## config.mk

```make
export PLATFORM = sky130hd
export DESIGN_NAME = spi_omega_rx
export DESIGN_NICKNAME = d
export VERILOG_FILES = /design/src/rtl/spi_omega_rx.sv
export SDC_FILE = /design/constraint.sdc
export NUM_CORES = 1
export LEC_CHECK = 0
export CAP_MARGIN = 10
export CELL_PAD_IN_SITES_DETAIL_PLACEMENT = 1
export CELL_PAD_IN_SITES_GLOBAL_PLACEMENT = 2
export CORE_ASPECT_RATIO = 0.9
export CORE_MARGIN = 2
export CORE_UTILIZATION = 36
export DETAILED_ROUTE_END_ITERATION = 12
export DONT_BUFFER_PORTS = 1
export GPL_TIMING_DRIVEN = 0
export MAX_ROUTING_LAYER = met4
export PLACE_DENSITY_LB_ADDON = 0.3
export SETUP_SLACK_MARGIN = 0.1
export SLEW_MARGIN = 25
export SYNTH_ARGS = -nofsm -noshare
export SYNTH_HDL_FRONTEND = slang
export SYNTH_SLANG_ARGS = --single-unit
export TNS_END_PERCENT = 5
```

## constraint.sdc

```tcl
create_clock -name CLK67MHZ -period 2.3 [get_ports CLK67MHZ]
set_input_delay 0.23 -clock CLK67MHZ [delete_from_list [all_inputs] [get_ports CLK67MHZ]]
set_output_delay 0.23 -clock CLK67MHZ [all_outputs]
set_load 0.01 [all_outputs]
```

## src/rtl/spi_omega_rx.sv

```systemverilog
// spi_omega_rx -- SPI slave receiver that accepts a 64-bit omega word.
//
// The SPI pins are asynchronous to CLK67MHZ. Each pin passes through a
// SYNC_STAGES-deep synchronizer. The design then detects SCK and SSEL edges
// on the system clock. A frame is the span between an SSEL falling edge and
// the next SSEL rising edge, with data sent MSB first on SCK rising edges.
// A frame is accepted only if it holds exactly the frame length in bits.
// An accepted frame updates omegaOut. A rejected frame pulses frameErr and
// bumps a saturating error counter.
//
// Optional feature: define SPI_OMEGA_RX_CRC8_EN to use a 72-bit frame.
// The frame is 64 data bits followed by a CRC-8 (poly 0x07, init 0x00)
// that covers the data bits.
//
// Ports:
//   CLK67MHZ   in   system clock, rising edge
//   resetPort  in   synchronous active-low reset
//   sckPort    in   SPI clock (async)
//   mosiPort   in   SPI data, MSB first (async)
//   sselPort   in   SPI slave select, active-low (async)
//   omegaOut   out  [63:0] last accepted omega word
//   omegaValid out  one-cycle pulse when omegaOut updates
//   frameErr   out  one-cycle pulse when a frame is rejected
//   errCount   out  [ERR_CNT_W-1:0] saturating rejected-frame count
//   busy       out  high while shifting a frame
module spi_omega_rx #(
  parameter int unsigned SYNC_STAGES = 2,
  parameter int unsigned ERR_CNT_W   = 8
) (
  input  logic                 CLK67MHZ,
  input  logic                 resetPort,
  input  logic                 sckPort,
  input  logic                 mosiPort,
  input  logic                 sselPort,
  output logic [63:0]          omegaOut,
  output logic                 omegaValid,
  output logic                 frameErr,
  output logic [ERR_CNT_W-1:0] errCount,
  output logic                 busy
);

`ifdef SPI_OMEGA_RX_CRC8_EN
  localparam int unsigned FRAME_LEN = 72;
`else
  localparam int unsigned FRAME_LEN = 64;
`endif
  localparam logic [6:0] FRAME_LEN_C = 7'(FRAME_LEN);

  typedef enum logic [1:0] {IDLE, SHIFT, CHECK} state_t;

  logic [SYNC_STAGES-1:0] sck_sync, mosi_sync, ssel_sync;
  logic                   sck_prev, ssel_prev;
  logic                   sck_s, mosi_s, ssel_s;
  logic                   sck_rise, ssel_rise, ssel_fall;
  state_t                 state, state_next;
  logic                   enter_shift, sck_take;
  logic [FRAME_LEN-1:0]   sreg;
  logic [6:0]             bit_cnt;
  logic                   ovf;
  logic [63:0]            data;
  logic                   crc_ok, accept;

  // Synchronizers and edge-history registers
  always_ff @(posedge CLK67MHZ) begin
    if (!resetPort) begin
      sck_sync  <= '0;
      mosi_sync <= '0;
      ssel_sync <= '0;
      sck_prev  <= 1'b0;
      ssel_prev <= 1'b0;
    end else begin
      sck_sync  <= {sck_sync[SYNC_STAGES-2:0], sckPort};
      mosi_sync <= {mosi_sync[SYNC_STAGES-2:0], mosiPort};
      ssel_sync <= {ssel_sync[SYNC_STAGES-2:0], sselPort};
      sck_prev  <= sck_s;
      ssel_prev <= ssel_s;
    end
  end

  assign sck_s     = sck_sync[SYNC_STAGES-1];
  assign mosi_s    = mosi_sync[SYNC_STAGES-1];
  assign ssel_s    = ssel_sync[SYNC_STAGES-1];
  assign sck_rise  = sck_s & ~sck_prev;
  assign ssel_rise = ssel_s & ~ssel_prev;
  assign ssel_fall = ~ssel_s & ssel_prev;

  always_ff @(posedge CLK67MHZ) begin
    if (!resetPort) state <= IDLE;
    else            state <= state_next;
  end

  always_comb begin
    state_next = state;
    case (state)
      IDLE:    if (ssel_fall) state_next = SHIFT;
      SHIFT:   if (ssel_rise) state_next = CHECK;
      CHECK:   state_next = ssel_fall ? SHIFT : IDLE;
      default: state_next = IDLE;
    endcase
  end

  assign busy        = (state == SHIFT);
  assign enter_shift = (state_next == SHIFT) && (state != SHIFT);
  // An SCK edge that coincides with the closing SSEL edge is not part of the frame
  assign sck_take    = (state == SHIFT) && sck_rise && !ssel_rise;

  // Shift register, bit counter and sticky overflow; counter stops at FRAME_LEN
  always_ff @(posedge CLK67MHZ) begin
    if (!resetPort || enter_shift) begin
      sreg    <= '0;
      bit_cnt <= '0;
      ovf     <= 1'b0;
    end else if (sck_take) begin
      if (bit_cnt == FRAME_LEN_C) begin
        ovf <= 1'b1;
      end else begin
        sreg    <= {sreg[FRAME_LEN-2:0], mosi_s};
        bit_cnt <= bit_cnt + 7'd1;
      end
    end
  end

`ifdef SPI_OMEGA_RX_CRC8_EN
  // Serial CRC-8 over the first 64 received bits; the trailing 8 bits are the sent CRC
  logic [7:0] crc;

  always_ff @(posedge CLK67MHZ) begin
    if (!resetPort || enter_shift) begin
      crc <= '0;
    end else if (sck_take && bit_cnt < 7'd64) begin
      crc <= {crc[6:0], 1'b0} ^ ({8{crc[7] ^ mosi_s}} & 8'h07);
    end
  end

  assign data   = sreg[71:8];
  assign crc_ok = (crc == sreg[7:0]);
`else
  assign data   = sreg;
  assign crc_ok = 1'b1;
`endif

  assign accept = (bit_cnt == FRAME_LEN_C) && !ovf && crc_ok;

  always_ff @(posedge CLK67MHZ) begin
    if (!resetPort) begin
      omegaOut   <= '0;
      omegaValid <= 1'b0;
      frameErr   <= 1'b0;
      errCount   <= '0;
    end else begin
      omegaValid <= 1'b0;
      frameErr   <= 1'b0;
      if (state == CHECK) begin
        if (accept) begin
          omegaOut   <= data;
          omegaValid <= 1'b1;
        end else begin
          frameErr <= 1'b1;
          if (errCount != '1) errCount <= errCount + ERR_CNT_W'(1);
        end
      end
    end
  end

endmodule
```

# Yosys cells after proc, flatten, opt, wreduce, memory -nomap -nowiden
# Index checks and enable logic that the tools add are counted.
[totals]
register_bits = 156
input_bits = 5
out_inout_bits = 75
wordCells = 49
[op_classes]
addsub = 2
n_eq_ne = 6
n_mux = 6
n_bitwise = 8
n_reduce_logical = 14
[ops]
columns = ["cell", "count"]
rows = [
  ["$add A8 B1 Y8 const B", 1],
  ["$ne A8 B8 Y1 const B", 1],
  ["$reduce_and A2 Y1", 4],
  ["$add A7 B1 Y7 const B", 1],
  ["$eq A7 B7 Y1 const B", 1],
  ["$pmux W2 S3", 1],
  ["$not A1 Y1", 5],
  ["$eq A2 B1 Y1 const B", 2],
  ["$logic_and A1 B1 Y1", 4],
  ["$mux W2", 2],
  ["$and A1 B1 Y1", 3],
  ["$logic_not A1 Y1", 3],
  ["$mux W1", 3],
  ["$reduce_and A3 Y1", 1],
  ["$eq A2 B2 Y1 const B", 1],
  ["$logic_not A2 Y1", 1],
  ["$ne A2 B1 Y1 const B", 1],
  ["$logic_or A1 B1 Y1", 1],
]

# Depth between registers and ports, before layout
[depth]
depth_word = 7
mapped_depth = 8
depth_no_buf = 6

# Least setup slack after synthesis
# No wires, ideal clock.
[synth_path]
path_type = "reg-to-reg"
startpoint = "register bit_cnt[2]"
endpoint = "register omegaOut[14]"
setup_ns = 0.139
arrival_ns = 1.812
t_required_ns = 2.161
slack_ns = 0.348
path_stages_with_launch = 7
n_path_buf = 2
synth_period_minus_slack_ns = 1.952
path_cell_list = "dfxtp_1 -> or4b_4 -> or4_1 -> buf_2 -> buf_2 -> nand2_1 -> a21oi_2"
[synth_between]
elab_chain_len = 3
[synth_lines]
columns = ["item", "line", "source"]
rows = [
  ["from (decl)", "58", "logic [6:0] bit_cnt;"],
  ["from (signal assigned)", "118", "bit_cnt <= bit_cnt + 7'd1;"],
  ["$eq A7 B7 Y1", "142", "assign accept = (bit_cnt == FRAME_LEN_C) && !ovf && crc_ok;"],
  ["$logic_and A1 B1 Y1", "142", ""],
  ["$reduce_and A2 Y1 (no source line)", "-", ""],
  ["to (signal assigned)", "155", "omegaOut <= data;"],
  ["to (decl)", "35", "output logic [63:0] omegaOut,"],
]
# No other way between the ends.
# A chain may end at the register's enable or synchronous reset.

# Final worst setup path
[layout_path]
startpoint = "register bit_cnt[3]"
endpoint = "register omegaOut[54]"
# Same word-level chain as after synthesis.

==> metrics.txt <==
status=completed; Max-cap violations=0; WL per Instance=about 15 µm; total CTS buffers=17; maximum number of pins on one net before global-route repair=17; worst path cell trace=or4b_4 > or4_1 > buf_2 > buf_2 > nand2_1 > a21oi_1; Core ar.=about 15000 µm²; fin nets=approximately 720; sequential element share of the synthesized area=a little under three fifths; Worst-path clk slew=0.06 ns; cell count after synthesis=around 700; CTS root buf=clkbuf_16; P&R area growth vs syn=16.3%; hold path startpoint=resetPort; std cell rows=43; Worst Clk Skew=approximately 0.0096 ns; Initial Util=around 37%; count of input and output buffers=0; initial antenna violation count=0; worst-skew pair later-pin latency=around 0.43 ns; Post-synth EDFFs=0; I/O pin count=80; GRT Residual Overflow=0; Die X=approximately 140 µm; commonest non-fill, non-tap cells in the layout=nand2_1, dfxtp_1, a21oi_1, clkbuf_1, a21oi_2; RSZ-0062 raised after global routing=yes; Non-Filler Cell Area, Final=~6600 µm²; Netlist Area Pre-Place=approximately 5600 µm²; #FFs+latches synth=around 160; clk sinks=156; slew margin rel.=around three fifths; Post-synth top flop=dfxtp_1; First-pass DRT Iterations=4; CP dominant cell by count=buf_2; max-slew violation count=0; Required @ worst endpoint=2.58 ns; Max Freq=roughly 460 MHz; Final period util=between 90 and 100%; layout cells sized above 1=11.4%; post-synth top area cell=dfxtp_1; Critical-path top delay cell=or4b_4; Critical Path Max Stage Delay=between 0.5 and 0.6 ns; Residual DRC=0; Net Count, Synth=between 600 and 700; ANT cells=0; final hold violations=0; Placed Area=~5900 µm²; yosys warns=0; CTS tree=built; CP Class=reg2reg; Hold Crit Class=in2reg; Max VDD drop=roughly 550 µV; drt total wl=between 10000 and 15000 µm; initial drt markers=approximately 210; GP Congestion=0.814; r2r startpoint=bit_cnt[3]; Vias/cell=approximately 5.0; P_leak=roughly 2.1 nW; first-pass GRT wire length=23300 µm; Yosys top cell area share=roughly 55%; post-route ant nets=0; GRT Overall Usage=a little under a fifth; top cells by area, synth=dfxtp_1, nand2_1, a21oi_1; via count=between 4000 and 5000; asr flop ratio synth=0%; die height=roughly 120 µm; setup violators final=0; commonest non-fill, non-tap cell in the layout=nand2_1; post-layout min period=between 2 and 2.5 ns; vias in the first global route=approximately 4700; type of origin of the critical path=flop; HPWL Detailed=~9600 µm; Arrival @ worst endpoint=2.45 ns; post-synth cell types=39; Least-Margin Pin Slew=0.619 ns; pre-CTS setup slack=-0.173 ns; worst setup path startpoint=bit_cnt[3]; die area=roughly 17000 µm²; CTS Buffer Depth=2; worst setup margin=0.129 ns; pwr/cell area=about 850 nW/µm²; Syn Area/Cell=8.27 µm²; Clock H-tree levels=4; Critical Path Sink Type=flop; worst-path fanout max=10
-- stage by stage --
| stage | util, % | hold WS [ns] | TNS (ns) | cells | power [mW] |
|---|---|---|---|---|---|
| final | 42.7 | 0.0868 | 0 | 922 | 5.59 |
| after global routing | 42.7 | 0.0958 | 0 | 922 | 5.78 |
| after CTS | 42.5 | 0.0840 | 0 | 920 | 5.67 |
| after detailed placement | 38.3 | 0.362 | -5.36 | 885 | 2.85 |
| after global placement | 38.3 | 0.362 | -4.94 | 885 | 2.85 |
| after floorplan | - | 0.357 | 0 | 683 | 2.82 |
-- path summary, 6_finish.rpt --
path                        to  slack (ns)  depth (start not counted)
hold reg to reg   ssel_sync[1]        0.43                          1
setup reg to reg  omegaOut[54]        0.13                          6
hold / removal     errCount[7]        0.09                          2
setup / recovery  omegaOut[54]        0.13                          6
-- metal layers --
| metal | vias up | track usage, % | share of wire [%] |
|---|---|---|---|
| met2 | 72 | 28.4 | 46 |
| li1 | 2295 | - | - |
| met3 | 19 | 5.87 | 5.2 |
| met1 | 2207 | 22.5 | 48 |
| met4 | 0 | 6.25 | 1.4 |
| met5 | - | - | 0 |
-- sequential cells by signal, indices dropped and copies added (netlist names) --
name / count
frameErr: 1
sck_prev: 1
data: 64
omegaValid: 1
ovf: 1
omegaOut: 64
bit_cnt: 7
state: 2
errCount: 8
mosi_sync: 2
sck_sync: 2
ssel_sync: 2
ssel_prev: 1
-- Yosys cell counts, types with 2 or more instances --
cell type / n
a21oi_1: 118
a21oi_2: 19
and2_1: 9
buf_2: 11
buf_6: 6
clkbuf_1: 27
dfxtp_1: 156
ha_1: 3
inv_1: 6
nand2_1: 266
nand2b_1: 4
nand3_1: 5
nand4_1: 2
nor2_1: 8
nor2b_1: 2
nor4_1: 4
o21ai_0: 3
o21bai_1: 2
o31ai_1: 4
or3_1: 3
or4_1: 4
xnor2_1: 4
-- cells by family after synthesis --
family / share of synthesized area (%)
AO/OA/AOI/OAI: 15.7
XOR/XNOR: 0.620
adder cells (fa/ha/maj): 0.665
buffers and inverters: 4.43
flip-flops: 55.3
AND/OR/NAND/NOR: 23.3
-- layout make-up --
class | count | area (µm²)
timing repair buffer | 6 | 55.1
fill | 1867 | 8820
clock buffer | 22 | 474
tap | 202 | 253
sequential | 156 | 3120
buffer | 44 | 233
clock inverter | 9 | 111
multi-input combinational | 476 | 2290
inverter | 7 | 26.3
-- critical path, delay by kind of cell (launching register included) --
family | cells | cell delay (ns)
compound gates | 1 | 0.06
buf+inv | 2 | 0.46
simple gates | 3 | 1.14
flops | 1 | 0.36
-- power by group --
| part | switching [mW] | total (mW) | internal, mW |
|---|---|---|---|
| combinational | 0.0687 | 0.0863 | 0.0176 |
| clock | 1.11 | 2.79 | 1.68 |
| sequential | 0.00329 | 2.71 | 2.71 |
| total | 1.18 | 5.59 | 4.41 |
-- repair_timing --
action | 4_1_cts | 5_1_grt
hold endpoints to repair | 5 | 0
setup buffers | 0 | 2
cloned | 0 | 0
endpoints found under the setup margin | 100 | 128
pin swaps | 1 | 1
gates resized for setup | 7 | 6
hold buffers | 4 | 0
No activity file was read; power rests on OpenSTA's default activity.
